File: src/rtl/watch_cal_pkg.sv
// Shared calendar types and helpers: weekday encoding, load FSM states,
// Gregorian leap rule and month lengths.
package watch_cal_pkg;

    localparam logic [2:0] WK_SAT = 3'd0, WK_SUN = 3'd1, WK_MON = 3'd2, WK_TUE = 3'd3,
                           WK_WED = 3'd4, WK_THU = 3'd5, WK_FRI = 3'd6;

    typedef enum logic [1:0] {ST_IDLE, ST_VALIDATE, ST_WEEK, ST_COMMIT} cal_state_t;

    function automatic logic is_leap(input logic [31:0] y);
        return ((y % 32'd4 == 32'd0) && (y % 32'd100 != 32'd0)) || (y % 32'd400 == 32'd0);
    endfunction

    function automatic logic [4:0] days_in_month(input logic [3:0] m, input logic leap);
        case (m)
            4'd2:                                       return leap ? 5'd29 : 5'd28;
            4'd4, 4'd6, 4'd9, 4'd11:                    return 5'd30;
            4'd1, 4'd3, 4'd5, 4'd7, 4'd8, 4'd10, 4'd12: return 5'd31;
            default:                                    return 5'd0;
        endcase
    endfunction

endpackage

File: src/rtl/cal_weekday.sv
// Combinational Zeller weekday (0 = Saturday) for a Gregorian date.
// The -2J term is folded to +5J so everything stays unsigned.
module cal_weekday #(
    parameter int YEAR_W = 14
) (
    input  logic [YEAR_W-1:0] year,
    input  logic [3:0]        month,
    input  logic [4:0]        day,
    output logic [2:0]        week
);
    localparam int W = YEAR_W + 4;

    logic [W-1:0] y, m, k, j, sum;

    always_comb begin
        // Jan/Feb count as months 13/14 of the previous year
        y   = (month <= 4'd2) ? W'(year) - W'(1) : W'(year);
        m   = (month <= 4'd2) ? W'(month) + W'(12) : W'(month);
        k   = y % W'(100);
        j   = y / W'(100);
        sum = W'(day) + (W'(13) * (m + W'(1))) / W'(5) + k + k / W'(4) + j / W'(4) + W'(5) * j;
        week = 3'(sum % W'(7));
    end

endmodule

File: src/rtl/watch_calendar.sv
// Calendar counter with validated load handshake and configurable year range.
// Optional day-retreat input dis_day when WATCH_CAL_DEC_EN is defined.
module watch_calendar
    import watch_cal_pkg::*;
#(
    parameter int YEAR_W    = 14,
    parameter int YEAR_MIN  = 1,
    parameter int YEAR_MAX  = 9999,
    parameter int WRAP_MODE = 0
) (
    input  logic              clk,
    input  logic              rst,
    input  logic              en_day,
`ifdef WATCH_CAL_DEC_EN
    input  logic              dis_day,
`endif
    input  logic              set_valid,
    output logic              set_ready,
    input  logic [YEAR_W+8:0] set_date,
    output logic              set_err,
    output logic [YEAR_W-1:0] year,
    output logic [3:0]        month,
    output logic [4:0]        day,
    output logic [2:0]        week,
    output logic [4:0]        max_date,
    output logic              leap_year,
    output logic              new_year,
    output logic              sat_flag
);
    localparam logic [YEAR_W-1:0] Y_MIN = YEAR_W'(YEAR_MIN);
    localparam logic [YEAR_W-1:0] Y_MAX = YEAR_W'(YEAR_MAX);

    cal_state_t        state, state_nxt;
    logic [YEAR_W-1:0] l_year, n_year;
    logic [3:0]        l_month, n_month;
    logic [4:0]        l_day, n_day;
    logic [2:0]        l_week, calc_week, wk_min, n_week;
    logic              l_ok, accept, pend_inc, go_inc, step, n_ny, n_sat;

    assign set_ready = (state == ST_IDLE);
    assign accept    = set_valid && set_ready;
    assign leap_year = is_leap(32'(year));
    assign max_date  = days_in_month(month, leap_year);
    assign go_inc    = en_day | pend_inc;

    assign l_ok = (l_year >= Y_MIN) && (l_year <= Y_MAX) &&
                  (l_month >= 4'd1) && (l_month <= 4'd12) && (l_day >= 5'd1) &&
                  (l_day <= days_in_month(l_month, is_leap(32'(l_year))));

    // constant inputs: folds to the reset weekday at elaboration
    cal_weekday #(.YEAR_W(YEAR_W)) u_wd_min (
        .year(Y_MIN), .month(4'd1), .day(5'd1), .week(wk_min));

    cal_weekday #(.YEAR_W(YEAR_W)) u_wd_load (
        .year(l_year), .month(l_month), .day(l_day), .week(calc_week));

`ifdef WATCH_CAL_DEC_EN
    logic       pend_dec, go_dec;
    logic [2:0] wk_max;

    assign go_dec = dis_day | pend_dec;
    assign step   = go_inc ^ go_dec;

    cal_weekday #(.YEAR_W(YEAR_W)) u_wd_max (
        .year(Y_MAX), .month(4'd12), .day(5'd31), .week(wk_max));
`else
    assign step = go_inc;
`endif

    always_comb begin
        n_year  = year;
        n_month = month;
        n_day   = day;
        n_week  = (week == WK_FRI) ? WK_SAT : week + 3'd1;
        n_ny    = 1'b0;
        n_sat   = 1'b0;
        if (day < max_date) begin
            n_day = day + 5'd1;
        end else if (month < 4'd12) begin
            n_month = month + 4'd1;
            n_day   = 5'd1;
        end else if (year < Y_MAX) begin
            n_year  = year + YEAR_W'(1);
            n_month = 4'd1;
            n_day   = 5'd1;
            n_ny    = 1'b1;
        end else if (WRAP_MODE == 0) begin
            n_year  = Y_MIN;
            n_month = 4'd1;
            n_day   = 5'd1;
            n_week  = wk_min;
            n_ny    = 1'b1;
        end else begin
            n_week = week;
            n_sat  = 1'b1;
        end
`ifdef WATCH_CAL_DEC_EN
        // only used when go_dec alone is active (step = go_inc ^ go_dec)
        if (go_dec) begin
            n_year  = year;
            n_month = month;
            n_day   = day;
            n_week  = (week == WK_SAT) ? WK_FRI : week - 3'd1;
            n_ny    = 1'b0;
            n_sat   = 1'b0;
            if (day > 5'd1) begin
                n_day = day - 5'd1;
            end else if (month > 4'd1) begin
                n_month = month - 4'd1;
                n_day   = days_in_month(month - 4'd1, leap_year);
            end else if (year > Y_MIN) begin
                n_year  = year - YEAR_W'(1);
                n_month = 4'd12;
                n_day   = 5'd31;
            end else if (WRAP_MODE == 0) begin
                n_year  = Y_MAX;
                n_month = 4'd12;
                n_day   = 5'd31;
                n_week  = wk_max;
            end else begin
                n_week = week;
                n_sat  = 1'b1;
            end
        end
`endif
    end

    always_comb begin
        state_nxt = state;
        case (state)
            ST_IDLE:     if (accept) state_nxt = ST_VALIDATE;
            ST_VALIDATE: state_nxt = l_ok ? ST_WEEK : ST_IDLE;
            ST_WEEK:     state_nxt = ST_COMMIT;
            ST_COMMIT:   state_nxt = ST_IDLE;
            default:     state_nxt = ST_IDLE;
        endcase
    end

    always_ff @(posedge clk) begin
        if (rst) state <= ST_IDLE;
        else     state <= state_nxt;
    end

    always_ff @(posedge clk) begin
        if (rst) begin
            year     <= Y_MIN;
            month    <= 4'd1;
            day      <= 5'd1;
            week     <= wk_min;
            set_err  <= 1'b0;
            new_year <= 1'b0;
            sat_flag <= 1'b0;
            pend_inc <= 1'b0;
            l_year   <= Y_MIN;
            l_month  <= 4'd1;
            l_day    <= 5'd1;
            l_week   <= WK_SAT;
`ifdef WATCH_CAL_DEC_EN
            pend_dec <= 1'b0;
`endif
        end else begin
            set_err  <= 1'b0;
            new_year <= 1'b0;
            // ticks apply only in an IDLE cycle without an accept; otherwise they park
            if (state == ST_IDLE && !accept) begin
                pend_inc <= 1'b0;
`ifdef WATCH_CAL_DEC_EN
                pend_dec <= 1'b0;
`endif
                if (step) begin
                    year     <= n_year;
                    month    <= n_month;
                    day      <= n_day;
                    week     <= n_week;
                    new_year <= n_ny;
                    if (n_sat) sat_flag <= 1'b1;
                end
            end else begin
                pend_inc <= pend_inc | en_day;
`ifdef WATCH_CAL_DEC_EN
                pend_dec <= pend_dec | dis_day;
`endif
            end
            if (accept) begin
                l_year   <= set_date[YEAR_W+8:9];
                l_month  <= set_date[8:5];
                l_day    <= set_date[4:0];
                sat_flag <= 1'b0;
            end
            if (state == ST_VALIDATE && !l_ok) set_err <= 1'b1;
            if (state == ST_WEEK) l_week <= calc_week;
            if (state == ST_COMMIT) begin
                year  <= l_year;
                month <= l_month;
                day   <= l_day;
                week  <= l_week;
            end
        end
    end

endmodule

File: config.mk
export PLATFORM = sky130hd
export DESIGN_NAME = watch_calendar
export DESIGN_NICKNAME = d
export VERILOG_FILES = /design/src/rtl/watch_cal_pkg.sv /design/src/rtl/cal_weekday.sv /design/src/rtl/watch_calendar.sv
export SDC_FILE = /design/constraint.sdc
export NUM_CORES = 1
export LEC_CHECK = 0
export BUFFER_PORTS_ARGS = -buffer_cell sky130_fd_sc_hd__buf_2
export CAP_MARGIN = 20
export CELL_PAD_IN_SITES_DETAIL_PLACEMENT = 0
export CELL_PAD_IN_SITES_GLOBAL_PLACEMENT = 1
export CORE_MARGIN = 2
export CORE_UTILIZATION = 48
export DETAILED_ROUTE_END_ITERATION = 10
export PLACE_DENSITY_LB_ADDON = 0.1
export SLEW_MARGIN = 20
export SYNTH_ARGS = -nofsm -noshare
export SYNTH_HDL_FRONTEND = slang
export SYNTH_SLANG_ARGS = --single-unit
export TNS_END_PERCENT = 10
File: constraint.sdc
create_clock -name clk -period 26.3 [get_ports clk]
set_input_delay 5.26 -clock clk [delete_from_list [all_inputs] [get_ports clk]]
set_output_delay 5.26 -clock clk [all_outputs]
set_load 0.01 [all_outputs]
==> summary.txt <==
Finish
  • Area growth syn-to-layout: 6.87%
  • Layout cell share with drive strength beyond 1: 11.1%
  • Diode count: 0
  • Reg area: 0.00114 mm^2
  • Final instance area: 0.0162 mm^2
  • Area of the multi-input gates: 0.0132 mm^2
  • FILL cells: 3087
  • Final net count: 2302

STA
  • Final setup violation count: 0
  • Worst rel slew slack: 28.6%
  • Setup tns final: 0 ps
  • Slew Limit Fails: 0
  • Worst Tran Pin Value: 1070 ps
  • Crit share post-route: 92.0%
  • Final Hold Viols: 0
  • Max Fclk: 41.3 MHz
  • Final Skew: 9.86 ps
  • Minimum clock period: 24190 ps

Detailed routing
  • Vias/cell: 6.17
  • Antenna viol nets, final: 0
  • Routed WL per cell: 17.0 um
  • Routed vias: 15596
  • Pre-Repair DR Iteration Count: 5
  • Routed WL: 42.9 mm
  • DRC Markers: 0
  • First DRT Iteration DRCs: 1101

Global route
  • GRT Overall Usage: 25.2%
  • Met2 Usage GRT: 43.9%
  • Met3 usage: 2.03%
  • First-pass GRT wire length: 71.3 mm
  • Met1 GRT Util: 34.3%
  • Initial antenna violation count: 0
  • Global routing's busiest layer: met2
  • Largest net degree at the start of global routing: 58
  • Remaining Overflow, GRT: 0
  • Vias in the first global route: 14505

Worst setup path
  • Reg2Reg Setup Slack: 2110 ps
  • Crit end category: register
  • Reg2Reg Depth: 89
  • Critical path class: reg -> reg
  • Crit-path leading delay family: simple AND/OR/NAND/NOR gates
  • Arrival time at the worst endpoint: 24360 ps
  • Critical-path top delay cell: or4_1
  • Startpoint Class: register
  • Worst R2R End: l_week[1]$_SDFFE_PP0P_
  • WP data required: 26470 ps
  • Crit Reg-Reg Startpoint: l_month[2]$_SDFFE_PP0P_
  • Buf/Inv on CP: 9
  • CP most frequent cell: inv_1
  • Worst path max stage delay: 680 ps
  • CP Max Fanout: 13

Synthesis
  • Warning count from the yosys run: 0
  • Synth top cells by count: nand2_1 (215), nor2_1 (182), a21oi_1 (162)
  • Top_reg_cell synth: dfxtp_1
  • Synth unique cells: 128
  • Synthesized area per cell: 7.19 um^2
  • Cells after Synth: 2112
  • Area share of the largest cell type after synthesis: 8.41%
  • Count leader, synth: nand2_1
  • Yosys reg bits: 57
  • Sequential share of the synthesized area: 7.52%
  • Area leader, netlist: ha_1
  • Post-synth EDFFs: 0
  • Synth top area cells: ha_1 (8.4%), dfxtp_1 (7.5%), fa_1 (6.9%), xnor2_1 (6.1%), a21oi_1 (5.3%)
  • Post-synth design cell area: 0.0152 mm^2
  • Synth async-reset ratio: 0%

Run
  • Max-cap violations: 0

Clocking
  • CTS Buf Count: 9
  • Clock tree buffer depth: 2
  • Root Driver: clkbuf_16
  • Hold buffer count at cts: 0
  • H-tree lvl count: 3
  • Clock Latency Late Sink: 330 ps
  • Clock slew at reported path FFs: 60 ps
  • CTS tree: yes
  • CTS Sinks: 57

Hold path
  • Worst hold path class: reg -> reg
  • Hold path start: l_week[0]$_SDFFE_PP0P_
  • Hold endpoint: week[0]$_SDFFE_PP0P_
  • Hold Crit Depth: 2

Floorplanning
  • Row count: 65
  • Ports: 63
  • Die Ht: 182 um
  • Die ar.: 0.0331 mm^2
  • Initial core utilization: 48.5%
  • Core footprint: 0.0313 mm^2
  • DIE WIDTH: 182 um

Placed design
  • Placed wire-length estimate: 34.2 mm
  • Routability-driven placement congestion ratio: 0.878
  • # port buffers: 61
  • Placed Area: 0.0157 mm^2

Outcome
  • Status: finished clean
-- cell type report --
cell class                 count  area share, %
multi-input combinational   1809           81.2
inverter                     160           3.74
clock buffer                   9           1.39
clock inverter                 7          0.586
timing repair buffer          84           2.95
tap                          402           3.10
sequential                    57           7.03
-- state kept, by name, indices dropped and copies added (netlist names), named ones only --
signal	count
week	3
l_week	3
l_year	14
day	5
year	14
l_month	4
set_err	1
l_day	5
month	4
pend_inc	1
new_year	1
state	1
-- kinds of logic (layout without fill, tap and decap cells) --
group | Yosys count | in the layout | synth area share [%]
fa+ha+maj | 178 | 178 | 16.9
buf+inv | 248 | 260 | 6.92
other cells | 2 | 4 | 0.0495
xor+xnor | 147 | 147 | 8.58
simple gates | 775 | 775 | 25.6
flops | 57 | 57 | 7.52
compound gates | 646 | 646 | 30.4
mux | 59 | 59 | 4.15
-- metrics by stage --
stage / util (%) / hold WS (ps) / std cells / setup slack (ps)
finish: 51.8 / 455 / 2528 / 2110
global route: 51.8 / 498 / 2528 / -5.40
global placement: 50.2 / 449 / 2510 / 1120
floorplan: - / 430 / 2114 / 3940
detailed placement: 50.2 / 452 / 2510 / 803
CTS: 51.2 / 455 / 2526 / 735
-- cell usage in the layout, fill, tap and decap left out, types with 22 or more instances in the layout --
cell type and instances:
nand3_1 70, buf_4 23, fa_1 52, dfxtp_1 57, nor3_1 71, nor2_1 181, xnor2_1 98, mux2i_1 34
a21oi_1 159, ha_1 102, or3_1 24, nand2b_1 28, xor2_1 39, maj3_1 22, buf_2 61, a31oi_1 27
inv_1 156, o211ai_1 35, and2_1 22, o21ai_0 96, nand2_1 213
-- layer usage --
layer  part of all wire [%]  wire [um]  vias to the layer above
met3                    3.5       1490                       58
met4                    1.5        661                        0
met5                      0          0                        -
li1                       -          -                     7773
met2                     48      20500                      359
met1                     47      20300                     7406
-- repair_timing --
action                                  in CTS  in global routing
buffers inserted                             0                  2
endpoints found under the setup margin       0                  3
gates resized for setup                      0                 34
-- worst max-delay path by stage --
stage                                 start                      to  cells after the start
detailed placement  l_month[2]$_SDFFE_PP0P_  l_week[1]$_SDFFE_PP0P_                    113
global route        l_month[2]$_SDFFE_PP0P_  l_week[1]$_SDFFE_PP0P_                    110
finish              l_month[2]$_SDFFE_PP0P_  l_week[1]$_SDFFE_PP0P_                     89
global placement    l_month[2]$_SDFFE_PP0P_  l_week[1]$_SDFFE_PP0P_                    112
floorplan           l_month[0]$_SDFFE_PP1P_  l_week[1]$_SDFFE_PP0P_                    118
CTS                 l_month[2]$_SDFFE_PP0P_  l_week[1]$_SDFFE_PP0P_                    112
-- worst register-to-register path, delay by kind of cell, from the launching register on --
family / cells / cell delay [ps]
xor+xnor: 2 / 650
buf+inv: 9 / 900
mux: 8 / 2300
simple gates: 26 / 8310
fa+ha+maj: 9 / 3280
flops: 1 / 450
compound gates: 35 / 8140
Power is not shown: default switching activity piles up to over one toggle a cycle in this logic, so the estimate is an artifact.
